<file path="config.mk">
export PLATFORM = sky130hd
export DESIGN_NAME = exmem_stage
export DESIGN_NICKNAME = d
export VERILOG_FILES = /design/src/rtl/exmem_stage.sv
export SDC_FILE = /design/constraint.sdc
export NUM_CORES = 1
export LEC_CHECK = 0
export ABC_AREA = 1
export CAP_MARGIN = 20
export CORE_MARGIN = 5
export CORE_UTILIZATION = 45
export DETAILED_ROUTE_END_ITERATION = 10
export GPL_ROUTABILITY_DRIVEN = 0
export PLACE_DENSITY_LB_ADDON = 0.3
export SLEW_MARGIN = 20
export SYNTH_ARGS = -nofsm -noshare
export SYNTH_HDL_FRONTEND = slang
export SYNTH_SLANG_ARGS = --single-unit
export TNS_END_PERCENT = 10
</file>
<file path="constraint.sdc">
create_clock -name clk -period 4.5 [get_ports clk]
set_clock_uncertainty 0.15 [all_clocks]
set_input_delay 0.9 -clock clk [delete_from_list [all_inputs] [get_ports clk]]
set_output_delay 0.9 -clock clk [all_outputs]
set_load 0.005 [all_outputs]
</file>
<file path="src/rtl/exmem_stage.sv">
`timescale 1ns/1ps
// Execute stage + EX/MEM register: single-cycle ALU ops, 16-step unsigned mul/div; EXMEM_FORWARD_EN adds EX/MEM->EX forwarding.
// Latency: ALU 1 edge; mul/div result lands 17 edges after issue.
// Backpressure: stall holds ID/EX from issue until the final mul/div step; flush and reset drop it.
module exmem_stage #(
    parameter int DATA_W = 16,
    parameter int REG_W  = 4
) (
    input  logic              clk,
    input  logic              reset,
    input  logic              flush,
    input  logic [1:0]        WBreg,
    input  logic [2:0]        Mreg,
    input  logic [3:0]        EXreg,
    input  logic [DATA_W-1:0] op1reg,
    input  logic [DATA_W-1:0] op2reg,
    input  logic [DATA_W-1:0] imm_valuereg,
    input  logic [REG_W-1:0]  readReg1reg,
    input  logic [REG_W-1:0]  readReg2reg,
    output logic              stall,
    output logic [1:0]        WB_out,
    output logic [2:0]        M_out,
    output logic [DATA_W-1:0] alu_result,
    output logic [DATA_W-1:0] hi_result,
    output logic              hi_write,
    output logic [DATA_W-1:0] store_data,
    output logic [REG_W-1:0]  dest_reg,
    output logic              zero_flag,
    output logic              ovf_flag
);
    localparam int CNT_W = $clog2(DATA_W);

    typedef enum logic {S_IDLE = 1'b0, S_BUSY = 1'b1} state_t;

    state_t            r_state, w_state_nxt;
    logic [CNT_W-1:0]  r_cnt;
    logic [DATA_W-1:0] r_md_hi, r_md_lo, r_md_b;
    logic              r_md_div;
    logic [1:0]        r_md_wb;
    logic [2:0]        r_md_m;
    logic [REG_W-1:0]  r_md_dest;

    logic [1:0]        r_wb;
    logic [2:0]        r_m;
    logic [DATA_W-1:0] r_alu, r_hi, r_store;
    logic              r_hiw, r_zero, r_ovf;
    logic [REG_W-1:0]  r_dest;

    logic [DATA_W-1:0] w_op_a, w_op_b_reg, w_op_b, w_sum, w_diff, w_alu;
    logic [DATA_W-1:0] w_mul_hi, w_mul_lo, w_div_hi, w_div_lo, w_step_hi, w_step_lo;
    logic [DATA_W:0]   w_mul_sum, w_div_trial;
    logic [2:0]        w_func;
    logic              w_is_md, w_last, w_ovf, w_div_ok;

`ifdef EXMEM_FORWARD_EN
    logic w_fwd_a, w_fwd_b;
    assign w_fwd_a    = (r_state == S_IDLE) && r_wb[1] && (r_dest == readReg1reg);
    assign w_fwd_b    = (r_state == S_IDLE) && r_wb[1] && (r_dest == readReg2reg);
    assign w_op_a     = w_fwd_a ? r_alu : op1reg;
    assign w_op_b_reg = w_fwd_b ? r_alu : op2reg;
`else
    logic w_unused_src2;
    assign w_unused_src2 = ^readReg2reg;
    assign w_op_a        = op1reg;
    assign w_op_b_reg    = op2reg;
`endif

    assign w_op_b  = EXreg[3] ? imm_valuereg : w_op_b_reg;
    assign w_func  = EXreg[2:0];
    assign w_is_md = (w_func[2:1] == 2'b10);
    assign w_last  = (r_state == S_BUSY) && (r_cnt == CNT_W'(DATA_W - 1));
    assign w_sum   = w_op_a + w_op_b;
    assign w_diff  = w_op_a - w_op_b;

    always_comb begin
        w_alu = '0;
        w_ovf = 1'b0;
        case (w_func)
            3'b000: begin
                w_alu = w_sum;
                w_ovf = (w_op_a[DATA_W-1] == w_op_b[DATA_W-1]) && (w_sum[DATA_W-1] != w_op_a[DATA_W-1]);
            end
            3'b001: begin
                w_alu = w_diff;
                w_ovf = (w_op_a[DATA_W-1] != w_op_b[DATA_W-1]) && (w_diff[DATA_W-1] != w_op_a[DATA_W-1]);
            end
            3'b010:  w_alu = w_op_a & w_op_b;
            3'b011:  w_alu = w_op_a | w_op_b;
            3'b110:  w_alu = w_op_a << w_op_b[CNT_W-1:0];
            3'b111:  w_alu = w_op_a >> w_op_b[CNT_W-1:0];
            default: w_alu = '0;
        endcase
    end

    // Shift-add keeps {hi,lo} as {partial product, remaining multiplier};
    // restoring divide keeps {remainder, dividend/quotient}. A zero divisor
    // always "fits", which yields all-ones quotient and remainder = A.
    assign w_mul_sum   = {1'b0, r_md_hi} + {1'b0, (r_md_lo[0] ? r_md_b : {DATA_W{1'b0}})};
    assign w_mul_hi    = w_mul_sum[DATA_W:1];
    assign w_mul_lo    = {w_mul_sum[0], r_md_lo[DATA_W-1:1]};
    assign w_div_trial = {r_md_hi, r_md_lo[DATA_W-1]} - {1'b0, r_md_b};
    assign w_div_ok    = ~w_div_trial[DATA_W];
    assign w_div_hi    = w_div_ok ? w_div_trial[DATA_W-1:0] : {r_md_hi[DATA_W-2:0], r_md_lo[DATA_W-1]};
    assign w_div_lo    = {r_md_lo[DATA_W-2:0], w_div_ok};
    assign w_step_hi   = r_md_div ? w_div_hi : w_mul_hi;
    assign w_step_lo   = r_md_div ? w_div_lo : w_mul_lo;

    always_ff @(posedge clk or posedge reset) begin
        if (reset) r_state <= S_IDLE;
        else       r_state <= w_state_nxt;
    end

    always_comb begin
        w_state_nxt = r_state;
        case (r_state)
            S_IDLE:  if (!flush && w_is_md)  w_state_nxt = S_BUSY;
            S_BUSY:  if (flush || w_last)    w_state_nxt = S_IDLE;
            default: w_state_nxt = S_IDLE;
        endcase
    end

    always_comb begin
        stall = 1'b0;
        if (!reset && !flush)
            stall = (r_state == S_IDLE) ? w_is_md : !w_last;
    end

    always_ff @(posedge clk or posedge reset) begin
        if (reset) begin
            r_cnt     <= '0;
            r_md_hi   <= '0;
            r_md_lo   <= '0;
            r_md_b    <= '0;
            r_md_div  <= 1'b0;
            r_md_wb   <= '0;
            r_md_m    <= '0;
            r_md_dest <= '0;
        end else if (flush) begin
            r_cnt <= '0;
        end else if (r_state == S_IDLE && w_is_md) begin
            r_cnt     <= '0;
            r_md_hi   <= '0;
            r_md_lo   <= w_op_a;
            r_md_b    <= w_op_b;
            r_md_div  <= w_func[0];
            r_md_wb   <= WBreg;
            r_md_m    <= Mreg;
            r_md_dest <= readReg1reg;
        end else if (r_state == S_BUSY) begin
            r_cnt   <= r_cnt + CNT_W'(1);
            r_md_hi <= w_step_hi;
            r_md_lo <= w_step_lo;
        end
    end

    always_ff @(posedge clk or posedge reset) begin
        if (reset) begin
            r_wb <= '0; r_m <= '0; r_alu <= '0; r_hi <= '0; r_hiw <= 1'b0;
            r_store <= '0; r_dest <= '0; r_zero <= 1'b0; r_ovf <= 1'b0;
        end else if (w_last && !flush) begin
            r_wb <= r_md_wb; r_m <= r_md_m; r_alu <= w_step_lo; r_hi <= w_step_hi; r_hiw <= 1'b1;
            r_store <= '0; r_dest <= r_md_dest; r_zero <= (w_step_lo == '0); r_ovf <= 1'b0;
        end else if (flush || r_state == S_BUSY || w_is_md) begin
            r_wb <= '0; r_m <= '0; r_alu <= '0; r_hi <= '0; r_hiw <= 1'b0;
            r_store <= '0; r_dest <= '0; r_zero <= 1'b0; r_ovf <= 1'b0;
        end else begin
            r_wb <= WBreg; r_m <= Mreg; r_alu <= w_alu; r_hi <= '0; r_hiw <= 1'b0;
            r_store <= w_op_b_reg; r_dest <= readReg1reg; r_zero <= (w_alu == '0); r_ovf <= w_ovf;
        end
    end

    assign WB_out     = r_wb;
    assign M_out      = r_m;
    assign alu_result = r_alu;
    assign hi_result  = r_hi;
    assign hi_write   = r_hiw;
    assign store_data = r_store;
    assign dest_reg   = r_dest;
    assign zero_flag  = r_zero;
    assign ovf_flag   = r_ovf;
endmodule

</file>
# Word-level counts from Yosys, hierarchy flattened
# Index checks and enable logic that the tools add are counted.
# W data, S select, Z words.
# totals
inputBits	68
elab_cells	96
rom_bits	0
out_inout_bits	61
latch_bits	0
n_memories	0
ram_bits	0
register_bits	123
# classes
n_shift	2
n_lt_le_gt_ge	0
addsub	5
eq_ne	11
reduce_logical	20
n_div	0
mul	0
bitwise_logic	5
mux	35
# op_table
operator	count
$mux W16	14
$pmux W16 S6	1
$logic_not A16 Y1	2
$mux W4	5
$add A16 B16 Y17	1
$sub A17 B16 Y17	1
$add A16 B16 Y16	1
$and A16 B16 Y16	1
$or A16 B16 Y16	1
$shl A16 B4 Y16	1
$shr A16 B4 Y16	1
$sub A16 B16 Y16	1
$mux W1	9
$logic_and A1 B1 Y1	7
$eq A3 B2 Y1 const B	2
$eq A3 B3 Y1 const B	2
$mux W3	2
$add A4 B1 Y4 const B	1
$eq A4 B4 Y1 const B	1
$mux W2	2
$pmux W1 S2	2
$reduce_and A2 Y1	2
$eq A3 B1 Y1 const B	1
$logic_not A1 Y1	3
other kinds (8)	14

# Logic depth before layout (Yosys ltp)
# Gate-level depths: netlist of run 1.
# depth
word_depth	7
ltp_mapped	22
mapped_depth_nobuf	21

# Worst setup path after synthesis of run 1
# Ideal clock, no wire load.
# synth_timing
path_kind	input -> register
from	input port EXreg[3]
to	register r_ovf, in the netlist ovf_flag
slack_ps	1136
arrival_ps	3078
n_path_buf	2
setup_time_ps	137
t_required_ps	4213
stages	14
path_cell_list	buf_4 clkbuf_1 o21ai_0 ha_1 a21oi_1 nor2_1 nor2_1 nand2_1 nand3_1 nand3_1 and2_1 or2_2 nand4_1 a21oi_1
# synth_via
elab_chain_len	7
elab_cells_between_ends	12
classes_between	add/sub (2); eq/ne (4); mux (4); reduce/logical (2)
# synth_lines
item	line_no	text
start, declared	14	input logic [3:0] EXreg,
$mux W16 (*)	68	assign w_op_b = EXreg[3] ? imm_valuereg : w_op_b_reg;
$sub A16 B16 Y16 or $add A16 B16 Y16 (tied branches)	73, 72	
$ne A1 B1 Y1, on equally long branches	85, 81	
$logic_and A1 B1 Y1, on equally long branches	85, 81	
$pmux W1 S2 (*)	78	case (w_func)
$mux W1 (*)	163	end else if (flush || r_state == S_BUSY || w_is_md) begin
$mux W1 (*)	160	end else if (w_last && !flush) begin
end signal, assigned	168	r_store <= w_op_b_reg; r_dest <= readReg1reg; r_zero <= (w_alu == '0); r_ovf <= w_ovf;
end, declared	46	logic r_hiw, r_zero, r_ovf;
# Mark *: on every way between the ends. The rest lies on a longest branch, timed or not.
# A chain may end at the register's enable or synchronous reset.

# Worst setup path after layout of run 1
# layout_timing
from	input port EXreg[2]
to	output port stall
# layout_via
elab_chain_len	3
# layout_lines
item	line_no	text
$eq A2 B2 Y1	70	assign w_is_md = (w_func[2:1] == 2'b10);
$mux W1	125	stall = (r_state == S_IDLE) ? w_is_md : !w_last;
$mux W1	124	if (!reset && !flush)
end, declared	20	output logic stall,
# No other way between the ends.

==> results of run 1 <==
area by class of cell:
cell class / count / area [um2]
Tap cell: 319 / 399.1
Sequential cell: 123 / 3078
Clock inverter: 15 / 146.4
Timing Repair Buffer: 157 / 1501
Multi-Input combinational cell: 1266 / 6664
Fill cell: 2324 / 10570
Clock buffer: 17 / 425.4
Inverter: 220 / 828.3
worst paths after layout:
check,end,startpoint,slack [ns]
worst max-delay path,stall,EXreg[2],0.36
worst min-delay path,M_out[0],r_md_m[0],0.33
worst max register to register,alu_result[0],r_md_lo[15],1.09
worst min register to register,M_out[0],r_md_m[0],0.33
max in group asynchronous,r_md_b[10],reset,2.55
min in group asynchronous,r_md_wb[0],reset,0.85
per-layer routing:
metal / global-route usage / wire length (um) / vias up
met5: 0 / 0 / -
met4: 0.1043 / 1451 / 0
li1: - / - / 5707
met2: 0.4068 / 16190 / 578
met1: 0.3680 / 15210 / 5434
met3: 0.03624 / 3347 / 116
where the power goes:
group / internal (mW) / switching [mW]
sequential: 1.27 / 0.149
clock: 0.735 / 0.590
combinational: 0.844 / 1.53
total: 2.84 / 2.27
logic make-up after synthesis:
logic type,after synthesis
xor gates and xnor gates,19
and+or+nand+nor,878
buffers and inverters,277
adders and majority gates,96
AOI/OAI and AO/OA,273
DFF,123
per-stage QoR:
| stage | instance area, um2 | hold slack (ns) |
|---|---|---|
| 2_1_floorplan | 10830 | 0.3034 |
| 3_3_place_gp | 12470 | 0.3097 |
| 3_5_place_dp | 12470 | 0.3227 |
| 4_1_cts | 13040 | 0.3396 |
| 5_1_grt | 13040 | 0.3697 |
| 6_report | 13040 | 0.3346 |
cells in the final DEF, fill, tap and decap left out, types with 17 or more instances in the layout:
| cell type | count |
|---|---|
| nand2_1 | 406 |
| nand3_1 | 258 |
| inv_1 | 216 |
| nor2_1 | 141 |
| o21ai_0 | 135 |
| clkdlybuf4s50_1 | 124 |
| dfrtp_1 | 123 |
| a21oi_1 | 97 |
| ha_1 | 92 |
| buf_4 | 32 |
| nand4_1 | 25 |
| or2_2 | 17 |
| clkbuf_16 | 17 |
worst reg2reg max path: stages (launching register included):
cell and delay (ns):
dfrtp_1 0.39, inv_1 0.12, ha_1 0.16, inv_1 0.06
fa_1 0.41, nand3_1 0.12, nand2_1 0.10, a21oi_1 0.36
o21ai_2 0.15, nand2_1 0.16, nand2_1 0.10, nand2_1 0.10
nand2_2 0.20, o21ai_0 0.44, o22ai_1 0.21
==> flow_metrics.tcl, run 1 <==
set metrics [dict create \
    fp.dieW_um 165.2 \
    rows 56 \
    synth_edf_count 0 \
    min_path_type "flop to flop" \
    ir_drop_mv 0.2752 \
    synth.distinct_cells 40 \
    initial_core_util 0.4588 \
    route.detailed.drc 0 \
    async_flop_share 1.000 \
    finalMaxSlewViolations 0 \
    final_util 0.5524 \
    timing.fmax_mhz 241.6 \
    cp.arrival_ns 3.09 \
    final_nets 1949 \
    slowest_stage "clkdlybuf4s50_1" \
    cts_max_path_buffers 2 \
    leakage_nw 6.688 \
    hpwl_um 28380 \
    synth-simple-area-share 0.3514 \
    path_clk_slew_ns 0.07 \
    dp_slack_ns 0.08013 \
    crit_buf_inv 5 \
    cp.required_ns 3.45 \
    setup_violations 0 \
    worstHoldPathCells 2 \
    crit_type "input port to output pin" \
    antenna_cells 0 \
    io_pins 129 \
    overflow 0 \
    area_delta_synth_final_pct 20.38 \
    worst_slew_pin_slew_ns 0.9109 \
    yosys_register_bits 123 \
    track_usage 0.2617 \
    outcome "finished clean" \
    p_total_mw 5.118 \
    postRouteAntennaNets 0 \
    period_minus_slack_ns 4.138 \
    cts_setup_buffers 0 \
    reg2reg_depth 14 \
    antenna_found_initial 0 \
    cts_root_buf "clkbuf_16" \
    power.density_nw_per_um2 392.4 \
    synth.area.top_cells "dfrtp_1, nand2_1, nand3_1" \
    fin_cells 2117 \
    ys_warn_count 0 \
    rsz0062_at_grt "no" \
    setup_slack_ns 0.3618 \
    crit_path_frequent_cell "inv_1" \
    muxShareOfSynthArea 0 \
    io_buffers 124 \
    setup_tns_ns 0 \
    detail_route.wl_per_cell_um 17.10 \
    synth_flop_cell "dfrtp_1" \
    drive_gt1_frac 0.05284 \
    cp_max_fo 5 \
    critical_path.max_stage_delay_ns 0.58 \
    cts_made_buffers 17 \
    synth_top_family_by_area "simple AND/OR/NAND/NOR gates" \
    dp_cells 2085 \
    drv_cap 0 \
    synth-compound-area-share 0.1340 \
    viasPerCell 5.590 \
    yosysMostFrequentCell "nand2_1" \
    slew_headroom 0.3890 \
    syn-num-nets 1830 \
    die_area_um2 27280 \
    synth_area_um2 10830 \
    cts_tree "built" \
    drt-initial-drc-count 1282 \
    die_y_um 165.2 \
    netlist_instances 1666 \
    postCtsHoldBufs 0 \
    cts_num_sinks 123 \
    synth_xor_area_frac 0.01536 \
    cp-start-kind "input port" \
    wl_um 36190 \
    timing.final.crit_share 0.9196 \
    cts_resized 0 \
    yosysTopAreaCell "dfrtp_1" \
    hold_viol 0 \
    seq_area_frac_synth 0.2841 \
    synth_adder_area_share 0.1136 \
    grt_pass1_wl_um 56580 \
    path_delay_family "buffers and inverters" \
    ys_top_cells_by_count "nand2_1, nand3_1, inv_1, nor2_1, o21ai_0" \
    grt_start_max_net_pins 69 \
    firstDrtPassIters 6 \
    path_cells "clkdlybuf4s50_1 > inv_1 > nor2_1 > inv_1 > a21oi_1 > inv_1 > nor3_1 > clkdlybuf4s50_1" \
    cp-end-kind "output pin" \
    route.vias.total 11840 \
    clock_latency_ns 0.43 \
    path_depth 8 \
    core_area_um2 23610 \
    htreeDepth 4 \
    grt_pass1_vias 10780 \
    postSynthAreaPerCell_um2 6.503 \
    synthDominantCellAreaShare 0.2841 \
]
Note: power is estimated with default switching activity, not from simulation.
==> inputs of run 2 (changes only) <==
CORE_UTILIZATION = 52   (was 45)
CTS_BUF_LIST = sky130_fd_sc_hd__clkbuf_16   (was unset)
==> flow_metrics.tcl, run 2 (synthesis results as in run 1) <==
set metrics [dict create \
    grt_pass1_vias 11060 \
    crit_buf_inv 5 \
    hpwl_um 28070 \
    drt-initial-drc-count 1490 \
    fin_cells 2071 \
    layout_common_cells "nand2_1, nand3_1, inv_1" \
    io_pins 129 \
    seq_area_um2 3078 \
    worst_slew_pin_slew_ns 0.8855 \
    cts_max_path_buffers 2 \
    route.detailed.drc 0 \
    post_dp_cell_area_um2 12430 \
    outcome "finished clean" \
    firstDrtPassIters 8 \
    htreeDepth 4 \
    initial_core_util 0.5320 \
    crit_path_frequent_cell "inv_1" \
    timing.final.crit_share 0.9213 \
    period_minus_slack_ns 4.146 \
    clock_latency_ns 0.43 \
    cts_tree "built" \
    path_delay_family "buffers and inverters" \
    fp.dieW_um 154.3 \
    postCtsHoldBufs 0 \
    setup_slack_ns 0.3543 \
    die_area_um2 23820 \
    track_usage 0.2996 \
    dp_slack_ns 0.09271 \
    grt_start_max_net_pins 64 \
    grt_pass1_wl_um 57820 \
    final_common_cell "nand2_1" \
    wl_um 36270 \
    overflow 0 \
    cts_setup_buffers 0 \
    cp-end-kind "output pin" \
    timing.fmax_mhz 241.2 \
    rsz0062_at_grt "no" \
    path_cells "clkdlybuf4s50_1 > inv_1 > nor2_1 > inv_1 > a21oi_1 > inv_1 > nor3_1 > clkdlybuf4s50_1" \
    detail_route.wl_per_cell_um 17.51 \
    cts_num_sinks 123 \
    cts_made_buffers 17 \
    final_nets 1952 \
    antenna_found_initial 0 \
    multi_input_area_um2 6664 \
    hold_viol 0 \
    cp.required_ns 3.45 \
    postRouteAntennaNets 0 \
    route.vias.total 12000 \
    critical_path.max_stage_delay_ns 0.59 \
    cp.arrival_ns 3.10 \
    ir_drop_mv 0.2228 \
    slew_headroom 0.4060 \
    cp_max_fo 5 \
    leakage_nw 6.725 \
    setup_violations 0 \
    n_fill_cell 1787 \
    rows 52 \
    cts_resized 0 \
    power.density_nw_per_um2 405.0 \
    setup_tns_ns 0 \
    cp-start-kind "input port" \
    drv_cap 0 \
    finalMaxSlewViolations 0 \
    core_area_um2 20360 \
    area_delta_synth_final_pct 20.50 \
    min_path_type "flop to flop" \
    cts_root_buf "clkbuf_16" \
    antenna_cells 0 \
    path_clk_slew_ns 0.07 \
    viasPerCell 5.795 \
    dp_cells 2039 \
    slowest_stage "clkdlybuf4s50_1" \
    io_buffers 124 \
    crit_type "input port to output pin" \
    die_y_um 154.3 \
    drive_gt1_frac 0.05441 \
    stdcell_area_um2 13060 \
]
-- run 2: cell types whose count changed in the layout (fill, tap and decap cells not counted) --
cell | before | now
buf_4 | 32 | 35
clkinv_8 | 1 | 0
bufinv_16 | 0 | 3
inv_8 | 4 | 2
-- run 2: through the flow --
step | power [mW] | hold slack, ns | utilization
after floorplan | 3.115 | 0.3034 | -
final | 5.287 | 0.3359 | 0.6411
after detailed placement | 3.749 | 0.3151 | 0.6105
after CTS | 5.231 | 0.3408 | 0.6411
after global placement | 3.690 | 0.3122 | 0.6105
after global routing | 5.643 | 0.3708 | 0.6411
-- run 2: final cells by class --
class | instances | area share
clock buffer | 17 | 0.03259
clock inverter | 15 | 0.01514
inverter | 220 | 0.06345
multi-input combinational | 1266 | 0.5104
sequential | 123 | 0.2358
tap | 270 | 0.02588
timing repair buffer | 160 | 0.1167
-- run 2: final timing paths --
check	from	endpoint	slack (ns)	depth (start not counted)
worst min-delay path	r_md_dest[3]	r_md_dest[3]	0.34	2
worst max-delay path	EXreg[2]	stall	0.35	8
max in group asynchronous	reset	r_md_lo[3]	2.36	4
min in group asynchronous	reset	alu_result[15]	0.86	2
worst min register to register	r_md_dest[3]	r_md_dest[3]	0.34	2
worst max register to register	r_md_lo[15]	alu_result[0]	1.17	14
-- run 2: routing by layer --
layer / up-vias / track usage / wire length [um]
met2: 701 / 0.4809 / 16390
met1: 5460 / 0.3987 / 14420
met3: 139 / 0.04638 / 3611
met5: - / 0 / 0
met4: 0 / 0.1396 / 1847
li1: 5702 / - / -
-- run 2: power breakdown --
part	leakage, nW	internal [mW]	switching, mW
sequential	1.61	1.27	0.146
combinational	4.82	0.847	1.57
clock	0.300	0.891	0.569
-- run 2: worst register-to-register path: stages (launching register included) --
cell and delay [ns]:
dfrtp_1 0.37, inv_1 0.11, ha_1 0.16, inv_1 0.06, fa_1 0.40, nand3_1 0.10, nand2_1 0.09, a21oi_1 0.35
o21ai_2 0.16, nand2_1 0.15, nand2_1 0.09, nand2_1 0.10, nand2_2 0.23, o21ai_0 0.43, o22ai_1 0.18
==> inputs of run 3 (changes only) <==
CORE_UTILIZATION = 53   (was 52)
CTS_BUF_LIST = sky130_fd_sc_hd__clkbuf_8   (was sky130_fd_sc_hd__clkbuf_16)
==> flow_metrics.tcl, run 3 (synthesis results as in run 1) <==
set metrics [dict create \
    route.vias.total 11840 \
    drt-initial-drc-count 1373 \
    timing.final.crit_share 0.9314 \
    setup_slack_ns 0.3085 \
    cts_root_buf "clkbuf_8" \
    power.density_nw_per_um2 376.0 \
    met3_usage 0.04043 \
    slew_headroom 0.5170 \
    cts_num_sinks 123 \
    timing.fmax_mhz 238.6 \
    ir_drop_mv 0.1757 \
    cts_tree "built" \
    setup_violations 0 \
    reg2reg_depth 14 \
    period_minus_slack_ns 4.192 \
    cp.arrival_ns 3.14 \
    min_path_type "flop to flop" \
    cts_setup_buffers 0 \
    path_cells "clkdlybuf4s50_1 > inv_1 > nor2_1 > inv_1 > a21oi_1 > inv_1 > nor3_1 > clkdlybuf4s50_1" \
    grt_pass1_wl_um 55920 \
    drv_cap 0 \
    viasPerCell 5.728 \
    grt_start_max_net_pins 70 \
    die_area_um2 23400 \
    grt_use_met2 0.4632 \
    rsz0062_at_grt "no" \
    reg2reg_slack_ns 1.25 \
    fp.dieW_um 153.0 \
    cts_resized 0 \
    use_met1 0.3985 \
    hold_ws_ns 0.3405 \
    n_fill_cell 1823 \
    r2r_end "alu_result[0]" \
    core_area_um2 20170 \
    clock_latency_ns 0.46 \
    initial_core_util 0.5372 \
    worst_slew_pin_slew_ns 0.7245 \
    cts_max_path_buffers 2 \
    overflow 0 \
    dp_slack_ns 0.1493 \
    detail_route.wl_per_cell_um 16.85 \
    htreeDepth 4 \
    finalMaxSlewViolations 0 \
    worstHoldPathCells 2 \
    slowest_stage "clkdlybuf4s50_1" \
    drive_gt1_frac 0.05234 \
    path_clk_slew_ns 0.08 \
    die_y_um 153.0 \
    track_usage 0.2918 \
    crit_path_frequent_cell "inv_1" \
    postCtsHoldBufs 0 \
    r2r_start "r_md_lo[15]" \
    seq_area_um2 3078 \
    hpwl_um 27150 \
    cp.required_ns 3.45 \
    grt_pass1_vias 10710 \
    crit_type "input port to output pin" \
    antenna_cells 0 \
    worstHoldStart "r_md_dest[2]" \
    cp-end-kind "output pin" \
    cp_max_fo 5 \
    layout_common_cells "nand2_1, nand3_1, inv_1" \
    p_total_mw 4.815 \
    io_pins 129 \
    outcome "finished clean" \
    route.detailed.drc 0 \
    multi_input_area_um2 6664 \
    setup_tns_ns 0 \
    hold_end "dest_reg[2]" \
    postRouteAntennaNets 0 \
    io_buffers 124 \
    top_usage_layer "met2" \
    hold_viol 0 \
    rows 52 \
    cts_made_buffers 17 \
    cp-start-kind "input port" \
    final_common_cell "nand2_1" \
    leakage_nw 6.610 \
    area_delta_synth_final_pct 18.20 \
    wl_um 34820 \
    firstDrtPassIters 10 \
    antenna_found_initial 0 \
    critical_path.max_stage_delay_ns 0.59 \
    final_nets 1947 \
]
## run 3: changes by cell type in the layout (fill, tap and decap cells not counted), sizes merged
cell,previous run,this run
buf,36,31
clkinv,3,5
bufinv,3,2
clkinvlp,2,1
## run 3: final cells by class
type | count | share of cell area
multi-input cells | 1266 | 0.5204
flip-flops and latches | 123 | 0.2404
repair buffers | 155 | 0.1161
inverters | 220 | 0.06478
well taps | 270 | 0.02638
clock buffers | 17 | 0.01827
clock inverters | 15 | 0.01378
## run 3: power by group
| group | switching, mW | internal (mW) | leakage [nW] |
|---|---|---|---|
| combinational | 1.52 | 0.842 | 4.80 |
| sequential | 0.151 | 1.26 | 1.61 |
| clock | 0.522 | 0.513 | 0.208 |
## run 3: worst max-delay path, delay by kind of cell
kind,cells,cell delay (ns)
AOI/OAI and AO/OA,1,0.20
buffers and inverters,5,1.45
and+or+nand+nor,2,0.59
## run 3: per-stage QoR
step / cells / util / area, um2
floorplan: 1666 / - / 10830
global placement: 2034 / 0.6145 / 12390
detailed placement: 2034 / 0.6146 / 12400
CTS: 2066 / 0.6349 / 12810
global route: 2066 / 0.6349 / 12810
finish: 2066 / 0.6349 / 12810
## run 3: layer usage
metal	wire length, um	vias to the layer above
met1	14300	5374
met5	0	-
met3	3237	132
met4	1640	0
met2	15650	635
li1	-	5694
## run 3: how the worst max path moves through the flow
stage                         from         to  slack (ns)  cells past startpoint
after global routing      EXreg[2]      stall        0.16                      8
after CTS                 EXreg[2]      stall        0.37                      8
final                     EXreg[2]      stall        0.31                      8
after detailed placement  EXreg[3]  zero_flag        0.15                     17
after floorplan              reset   M_out[0]        0.18                      1
after global placement    EXreg[3]  zero_flag        0.20                     18
==> RTL change 1, RTL diff (config.mk and constraints of run 2) <==
The option `EXMEM_FORWARD_EN` is turned on by a define.
--- a/src/rtl/exmem_stage.sv
+++ b/src/rtl/exmem_stage.sv
@@ -3,4 +3,6 @@
 // Latency: ALU 1 edge; mul/div result lands 17 edges after issue.
 // Backpressure: stall holds ID/EX from issue until the final mul/div step; flush and reset drop it.
+`define EXMEM_FORWARD_EN
+
 module exmem_stage #(
     parameter int DATA_W = 16,
Formal check against the unedited RTL: not equivalent (Yosys sat finds a counterexample within 4 cycles, from zero or initial values and one cycle with reset high).
==> RTL change 1 against run 2 <==
  * Combinational power rose by 6%
  * Largest cell class unchanged
  * Count of clock-buffer cells in the layout did not move
  * First-iteration DRC count rose by 30%
  * Sequential cell count did not move
  * Utilization rose by 6.7 points
  * Synthesized cell count fell by 1.6%
  * The flow now finishes with violations (setup timing)
  * Sequential share of layout area fell by 2.9 points
  * Worst setup slack got worse by 0.39 ns
  * Synthesized area rose by 2.2%
  * Design area rose by 14%
  * Wire length rose by 22%
  * Power rose by 3.8%
==> RTL change 1: results (changes against run 2) <==
* XOR/XNOR Fraction of Synth Area at 0.0242 (+0.00883)
* Reg2Reg Setup Slack at 0.34 ns (-0.83 ns)
* Post-Synth Adder-Cell Area at 0.103 (-0.0110)
* Max incr delay on CP at 0.47 ns (-0.12 ns)
* Avg Inst Size Synth at 6.75 um2 (+3.8%)
* CTS root buf: clkbuf_16
* Clk pin slew, worst setup/hold paths at 0.06 ns
* CTS Hold Bufs at 0 (unchanged)
* Dpl hpwl at 32800 um (+17%)
* WL final at 44100 um (+22%)
* Share of cells above drive strength 1 at 0.191 (+0.137)
* Most used DFF post-synth: dfrtp_1
* Peak supply drop at 0.318 mV (+43%)
* Worst Path Arrival at 4.74 ns (+1.64 ns)
* CTS Buffer Depth at 2 (unchanged)
* GRT Util Overall at 0.348 (+0.0484)
* Number of global-route vias before repair at 12300 (+11%)
* Layout fillers at 1600 (-10%)
* Worst R2R Start: r_state
* Global-route wire length before repair at 66200 um (+15%)
* Finished Core Util at 0.708 (+0.0673)
* 1st-pass router iterations at 7 (-1)
* Compound-Gate Fraction of Synth Area at 0.174 (+0.0404)
* Ant. Diodes at 0 (unchanged)
* Synth top area cells: dfrtp_1 28%, nand2_1 12%, ha_1 9.7%
* Min-delay worst type: flop to flop
* Vias at 13200 (+9.8%)
* Cell Area, Placed at 0.0137 mm2 (+10%)
* Initial antenna violation count at 0 (unchanged)
* Failing checks: setup timing
* CP Max Fanout at 8 (+3)
* Routed WL per cell at 20.0 um (+14%)
* Crit path from: readReg2reg[0]
* Final WS setup at -0.0313 ns (-0.386 ns)
* Post-synthesis mux area share at 0.00271 (+0.00271)
* Ys Warns at 0 (unchanged)
* H-tree levels at 4 (unchanged)
* Pleak at 0.00744 uW (+11%)
* TNS Setup at -0.0313 ns (-0.0313 ns)
* Synth cell types at 59 (+48%)
* # setup viols final at 1 (+1)
* Syn Nets at 1796 (-1.9%)
* Pre-CTS WS at -0.656 ns (-0.748 ns)
* Sequential share of the synthesized area at 0.278 (-0.00601)
* Slowest cell on crit path: clkdlybuf4s50_1
* R2r worst-path depth at 25 (+11)
* Slew HR at 0.296 (-0.110)
* Port-buffer cells at 128 (+3.2%)
* Pin count of the biggest net entering global routing at 55 (-14%)
* Top cells by count, synth: 364 x nand2_1, 208 x inv_1, 177 x nand3_1
* Outcome: finished with violations
* Nets at 2069 (+6.0%)
* DR iter-0 viols at 1937 (+30%)
* Setup crit end: zero_flag
* Inst Count DP at 2155 (+5.7%)
RTL change 1: timing repair:
item	4_1_cts	5_1_grt
endpoints found under the setup margin	4	11
cloned	0	2
resized for setup	18	110
buffers inserted	1	10
pin swaps	3	35
RTL change 1: how the worst min path moves through the flow:
stage | slack (ns) | to | cells past startpoint | from
finish | 0.33 | dest_reg[1] | 2 | r_md_dest[1]
global route | 0.37 | dest_reg[1] | 2 | r_md_dest[1]
CTS | 0.33 | dest_reg[1] | 2 | r_md_dest[1]
detailed placement | 0.32 | dest_reg[1] | 2 | r_md_dest[1]
global placement | 0.31 | dest_reg[2] | 2 | r_md_dest[2]
floorplan | 0.30 | M_out[0] | 2 | r_md_m[0]
RTL change 1: where the power goes:
part	internal, uW	total, uW	switching [uW]
Clock	937	1500	565
Combinational	999	2550	1550
Sequential	1260	1440	179
RTL change 1: kinds of logic after synthesis:
group	Yosys count
adders and majority gates	89
and+or+nand+nor	780
AOI/OAI and AO/OA	337
DFF	123
buffers and inverters	279
muxes	3
xor gates and xnor gates	28
RTL change 1: area by class of cell:
class,instances,share of cell area
Clock buffer,17,0.0286
Clock inverter,15,0.0142
Inverter,218,0.0556
Multi-Input combinational cell,1237,0.485
Sequential cell,123,0.207
Tap cell,275,0.0231
Timing Repair Buffer,315,0.187
RTL change 1: routing by layer:
layer / vias to the layer above / GRT usage / wire length (um)
li1: 5985 / - / -
met1: 6069 / 0.443 / 16500
met2: 908 / 0.513 / 18800
met3: 220 / 0.121 / 5680
met4: 2 / 0.200 / 3150
met5: - / 0 / 38
RTL change 1: worst max-delay path, delay by kind of cell:
family,cells,cell delay [ns]
buffers and inverters,6,1.03
AO/OA/AOI/OAI,7,0.97
adder cells (fa/ha/maj),1,0.24
AND/OR/NAND/NOR,13,1.57
==> RTL change 2, RTL diff (flow settings as in run 2) <==
Without the edit above. Remove the case item `3'b111` of the case on `w_func`.
--- a/src/rtl/exmem_stage.sv
+++ b/src/rtl/exmem_stage.sv
@@ -88,5 +88,4 @@
             3'b011:  w_alu = w_op_a | w_op_b;
             3'b110:  w_alu = w_op_a << w_op_b[CNT_W-1:0];
-            3'b111:  w_alu = w_op_a >> w_op_b[CNT_W-1:0];
             default: w_alu = '0;
         endcase
Check against the original RTL: not equivalent (Yosys sat finds a counterexample within 4 cycles, from zero or initial values and one cycle with reset high).
==> RTL change 2 against run 2 <==
  * Critical path type is now input port to flop
  * Sequential cell count stayed put
  * Synthesized area is 3.4% lower
  * Design area is 3.5% lower
  * Wire length is 5.9% lower
  * Worst setup slack better by 0.083 ns
  * Highest routed layer unchanged
  * Power is 3.7% lower
  * Maximum frequency is 2.0% higher
==> RTL change 2: results (changes against run 2) <==
* Outcome: finished, final reports clean
* XOR/XNOR Fraction of Synth Area at 0.0151 (-0.000292)
* Layout fillers at 1826 (+2.2%)
* Dpl hpwl at 26700 um (-5.0%)
* Setup crit end: zero_flag
* DR WL met2 at 15400 um (-6.0%)
* Max incr delay on CP at 0.55 ns (-0.04 ns)
* Metal1 wirelength at 13300 um (-7.6%)
* Peak supply drop at 0.274 mV (+23%)
* Pleak at 0.00655 uW (-2.6%)
* Synth top area cells: dfrtp_1 29%, nand2_1 16%, ha_1 10%
* WL final at 34100 um (-5.9%)
* Worst-Margin Slew at 1.03 ns (+0.144 ns)
* Worst Path Arrival at 4.28 ns (+1.18 ns)
* Top cells by count, synth: 439 x nand2_1, 216 x inv_1, 195 x nand3_1
* Vias at 11400 (-4.7%)
* Met3 wire len at 4060 um (+12%)
* Sequential share of the synthesized area at 0.294 (+0.0101)
* Syn Nets at 1751 (-4.3%)
* CP Max Fanout at 13 (+8)
* Reg2Reg Setup Slack at 1.27 ns (+0.10 ns)
* Pre-CTS WS at 0.136 ns (+0.0429 ns)
* Nets at 1869 (-4.3%)
* Final WS setup at 0.437 ns (+0.0830 ns)
* Pin count of the biggest net entering global routing at 43 (-33%)
* Compound-Gate Fraction of Synth Area at 0.129 (-0.00481)
* Synth cell types at 49 (+23%)
[RTL change 2: area by class of cell]
class                   count  area, um2  share of cell area
multi-input cells        1195       6270               0.498
flip-flops and latches    123       3080               0.244
repair buffers            154       1480               0.117
inverters                 220        828              0.0658
clock buffers              17        425              0.0338
well taps                 265        332              0.0263
clock inverters            15        179              0.0142
[RTL change 2: stage by stage]
stage                     utilization  cell area (um2)  instances  hold WS, ns
after global routing            0.641            12600       1989        0.373
after detailed placement        0.610            12000       1957        0.322
after CTS                       0.641            12600       1989        0.336
after global placement          0.610            12000       1957        0.309
after floorplan                     -            10500       1593        0.303
final                           0.641            12600       1989        0.332
[RTL change 2: worst min path at each step]
stage / startpoint / end / slack (ns)
CTS: r_md_wb[1] / WB_out[1] / 0.34
detailed placement: r_md_wb[1] / WB_out[1] / 0.32
global placement: r_md_m[1] / M_out[1] / 0.31
global route: r_md_m[1] / r_md_m[1] / 0.37
floorplan: r_md_m[1] / M_out[1] / 0.30
finish: r_md_wb[1] / WB_out[1] / 0.33
[RTL change 2: worst max-delay path, delay by kind of cell]
| kind | cells | cell delay (ns) |
|---|---|---|
| buffers and inverters | 3 | 0.76 |
| AOI/OAI and AO/OA | 1 | 0.26 |
| adders and majority gates | 1 | 0.46 |
| and+or+nand+nor | 14 | 1.90 |
[RTL change 2: routing by layer]
layer	track usage	up-vias
met5	0	-
met4	0.116	0
met3	0.0826	102
met2	0.457	669
met1	0.372	5284
li1	-	5380
[RTL change 2: power groups by stage]
stage	clock network, uW	registers [uW]	logic [uW]
floorplan	0	1370	1660
global placement	0	1440	2120
detailed placement	0	1440	2180
CTS	1410	1430	2210
global route	1470	1450	2530
finish	1400	1430	2250
